### config.mk
export PLATFORM = sky130hd
export DESIGN_NAME = seq_right_shifter
export DESIGN_NICKNAME = d
export VERILOG_FILES = /design/src/rtl/seq_right_shifter.sv
export SDC_FILE = /design/constraint.sdc
export NUM_CORES = 1
export LEC_CHECK = 0
export ABC_AREA = 1
export CAP_MARGIN = 40
export CORE_MARGIN = 3
export CORE_UTILIZATION = 25
export DETAILED_ROUTE_END_ITERATION = 10
export PLACE_DENSITY_LB_ADDON = 0.2
export REMOVE_ABC_BUFFERS = 1
export SLEW_MARGIN = 25
export SYNTH_ARGS = -nofsm -noshare
export SYNTH_HDL_FRONTEND = slang
export SYNTH_SLANG_ARGS = --single-unit
### constraint.sdc
create_clock -name clk -period 2.3 [get_ports clk]
set_clock_uncertainty 0.1 [all_clocks]
set_input_delay 0.23 -clock clk [delete_from_list [all_inputs] [get_ports clk]]
set_output_delay 0.23 -clock clk [all_outputs]
set_load 0.02 [all_outputs]
### src/rtl/seq_right_shifter.sv
// Sequential right shifter: one bit position per clock, logical or arithmetic.
// An operation is accepted from IDLE or DONE, shifts shamt times in SHIFT,
// then presents the result for one cycle in DONE.
module seq_right_shifter #(
  parameter int N = 32,
  parameter int S = 5
) (
  input  logic         clk,
  input  logic         rst,
  input  logic         start,
  input  logic         arith,
  input  logic [N-1:0] x,
  input  logic [S-1:0] shamt,
  output logic [N-1:0] y,
  output logic         busy,
  output logic         done
);

  typedef enum logic [1:0] {
    IDLE  = 2'd0,
    SHIFT = 2'd1,
    DONE  = 2'd2
  } state_e;

  state_e       state_q, state_d;
  logic [N-1:0] y_q, y_d;
  logic [S-1:0] cnt_q, cnt_d;
  logic         fill_q, fill_d;

  // State and datapath registers; reset clears everything asynchronously.
  always_ff @(posedge clk or posedge rst) begin
    if (rst) begin
      state_q <= IDLE;
      y_q     <= '0;
      cnt_q   <= '0;
      fill_q  <= 1'b0;
    end else begin
      state_q <= state_d;
      y_q     <= y_d;
      cnt_q   <= cnt_d;
      fill_q  <= fill_d;
    end
  end

  // Next-state and datapath update; start is only honoured in IDLE or DONE.
  always_comb begin
    state_d = state_q;
    y_d     = y_q;
    cnt_d   = cnt_q;
    fill_d  = fill_q;
    case (state_q)
      IDLE, DONE: begin
        if (start) begin
          y_d     = x;
          cnt_d   = shamt;
          fill_d  = arith & x[N-1];
          state_d = (shamt != '0) ? SHIFT : DONE;
        end else if (state_q == DONE) begin
          state_d = IDLE;
        end
      end
      SHIFT: begin
        y_d   = {fill_q, y_q[N-1:1]};
        cnt_d = cnt_q - S'(1);
        if (cnt_q == S'(1)) state_d = DONE;
      end
      default: state_d = IDLE;
    endcase
  end

  // Outputs decode registered state only.
  assign y    = y_q;
  assign busy = (state_q == SHIFT);
  assign done = (state_q == DONE);

endmodule
==> out/summary.json <==
{
  "logic_synthesis": {
    "synth_top_cells_by_area": "dfrtp_1, nor2_1, o22ai_1, buf_6, nand2_1",
    "post-synth-top-count-cell": "nor2_1",
    "synth-edff-count": 0,
    "post_synth_num_cell_types": 18,
    "netlist_top_cells_count": "nor2_1, dfrtp_1, o22ai_1",
    "syn_area_per_cell_um2": 8.812,
    "asyncSetResetFlopFracSynth_pct": 100.0,
    "synth_top_flop_cell": "dfrtp_1",
    "synthDominantCellAreaShare_pct": 54.09,
    "synthCells": 210,
    "postSynthRegisterBits": 40,
    "library_cell_occupying_the_most_area_in_the_post_synthesis_netlist": "dfrtp_1",
    "ys_seq_area_share_pct": 54.09,
    "yosys_warnings": 0,
    "mappedNetlistArea_um2": 1851
  },
  "critical_path": {
    "timing.critical_path.max_delay_family": "buffers and inverters",
    "timing.rr.end": "y[17]",
    "crit_fanout": 8,
    "data_arrival_time_of_the_critical_path_ns": 1.57,
    "cp.required_ns": 1.97,
    "reg2reg_depth": 6,
    "critPathBufInv": 3,
    "flop2flop_setup_slack_ns": 0.63,
    "startpoint_type": "flip-flop",
    "cpPeakStageDelay_ns": 0.63,
    "cpMostUsedCell": "inv_2",
    "timing_worst_setup_path_type": "flip-flop to primary output",
    "critical_path.reg2reg.startpoint": "state_q[0]",
    "timing.critical_path.cells": "inv_2 > nand2_2 > inv_2 > clkdlybuf4s50_1",
    "crit_path_end_kind": "primary output",
    "crit_path_top_delay_cell": "clkdlybuf4s50_1"
  },
  "placement": {
    "finalWeightedCongestion": 0.8426,
    "numPlacedInstances": 375,
    "portBuffers": 74,
    "dp_hpwl_mm": 3.678
  },
  "clocking": {
    "post_cts.repair.setup_buffers": 0,
    "clock_path_buffers": 2,
    "tritoncts": "done",
    "numCtsBuffers": 5,
    "clockRootBuffer": "clkbuf_8",
    "cts_resized": 0,
    "clk_latency_ns": 0.28,
    "htree_levels": 2,
    "tritoncts_num_sinks": 40,
    "clkTransAtPathRegs_ns": 0.08,
    "cts_hold_buffers": 0
  },
  "grt": {
    "overflow": 0,
    "vias_in_the_first_global_route": 1794,
    "maximum_number_of_pins_on_one_net_before_global_route_repair": 22,
    "track_usage_pct": 12.61,
    "grt_antenna_before_repair": 0,
    "grt_first_pass_wirelength_mm": 8.604
  },
  "finish": {
    "multi_input_area_um2": 689.4,
    "antenna_fix_cells": 0,
    "layout-area-overhead-vs-synth_pct": 49.90,
    "sequential_cell_area_um2": 1001,
    "finish.net_count": 329,
    "drive_above_1_share_pct": 6.643,
    "num-fill-cells": 735,
    "postLayoutCoreUtil_pct": 39.73,
    "finish.cell_count_without_fillers": 382
  },
  "timing": {
    "post-route-period-util_pct": 82.52,
    "timing.setup.tns_ns": 0,
    "tightestPinTransition_ns": 0.3409,
    "max_clock_freq_ghz": 0.5269,
    "period_minus_slack_ns": 1.898,
    "timing.final.max_slew_violations": 0,
    "fin_hold_ws_ns": 0.07314,
    "rsz0062_at_grt": "no",
    "timing.max_slew.rel_slack_pct": 77.19,
    "hold_viol": 0,
    "setup_violations": 0
  },
  "floorplanning": {
    "top_level_ports": 75,
    "die_width_um": 92.04,
    "initial_core_util_pct": 26.51,
    "placeableCoreArea_um2": 6982,
    "fp.dieArea_um2": 8470,
    "die_height_um": 92.04,
    "floorplan.rows": 30
  },
  "pwr": {
    "leak_pwr_nw": 1.205,
    "power.density_nw_per_um2": 1465,
    "ir_worst_vdd_v": 0.0004062
  },
  "job": {
    "maxCapViolations": 0
  },
  "detailed_routing": {
    "drt_pass1_iterations": 4,
    "antenna_left": 0,
    "wl_per_cell_um": 13.43,
    "route.final.wire_length_mm": 5.129,
    "detail_route.iter0.violations": 46,
    "route.detailed.drc": 0,
    "routed_via_density": 4.466,
    "routed-via-count": 1706
  },
  "worst_hold_path": {
    "timing.hold.worst.class": "input pin to async pin"
  },
  "run_status": {
    "outcome": "complete, no violations"
  }
}
[worst max path at each step]
stage	from	endpoint	slack, ns	cells after the start
6_report	state_q[1]	busy	0.40	4
5_1_grt	state_q[1]	busy	0.32	4
4_1_cts	state_q[1]	busy	0.38	4
3_5_place_dp	start	cnt_q[2]	0.45	6
3_3_place_gp	start	y[6]	0.46	6
2_1_floorplan	state_q[1]	cnt_q[1]	0.61	6
[final cells by class]
type | instances | area share [%]
tap | 96 | 4.330
timing repair buffer | 80 | 29.50
clock buffer | 7 | 3.473
sequential | 40 | 36.08
multi-input combinational | 146 | 24.85
inverter | 13 | 1.759
[metal layers]
layer | vias to the layer above | global-route usage (%) | wire [um]
met1 | 795 | 16.96 | 2465
met5 | - | 0 | 0
met2 | 55 | 19.53 | 2344
li1 | 851 | - | -
met4 | 0 | 4.208 | 51
met3 | 5 | 3.527 | 268
[cell families after synthesis]
kind of cell	after synthesis	synth area share, %
AO/OA/AOI/OAI	43	13.86
XOR/XNOR	1	0.4734
adder cells (fa/ha/maj)	2	1.352
buffers and inverters	24	8.655
flip-flops	40	54.09
AND/OR/NAND/NOR	100	21.57
[sequential cells by signal, indices dropped and copies added (netlist names)]
register and flops:
cnt_q 5, state_q 2, fill_q 1, y 32
[report_power, final]
part	internal, mW	switching [mW]	total (mW)	leakage (nW)
logic	1.02	1.18	2.20	0.694
clock network	0.267	0.231	0.498	0.0503
registers	1.07	0.300	1.37	0.461
[metrics by stage]
step / instance area, um^2 / total power [mW] / setup WS [ns]
2_1_floorplan: 1739 / 2.560 / 0.6123
3_3_place_gp: 2663 / 3.574 / 0.4635
3_5_place_dp: 2678 / 3.603 / 0.4508
4_1_cts: 2774 / 4.122 / 0.3797
5_1_grt: 2774 / 4.375 / 0.3245
6_report: 2774 / 4.062 / 0.4019
[worst reg2reg max path, cell delays in order, from the launching register on]
cell and delay, ns:
dfrtp_1 0.42, nand2_2 0.11, buf_4 0.25, nand2_2 0.27, buf_12 0.24, o22ai_1 0.13
nor2_1 0.05
[cell usage in the layout, fill, tap and decap left out, types with 2 or more instances in the layout]
master / Yosys / routed
clkdlybuf4s50_1: 0 / 74
nor2_1: 67 / 67
dfrtp_1: 40 / 40
o22ai_1: 29 / 29
nand2_1: 23 / 23
inv_1: 10 / 9
clkbuf_8: 0 / 7
o21ai_0: 6 / 6
nand3_1: 5 / 5
inv_2: 3 / 3
o21ai_1: 3 / 3
a21oi_1: 3 / 3
buf_4: 0 / 3
nand2_2: 2 / 2
nand4_1: 2 / 2
o211ai_1: 2 / 2
ha_1: 2 / 2
buf_12: 0 / 2
Power figures use the tool's default switching activity.
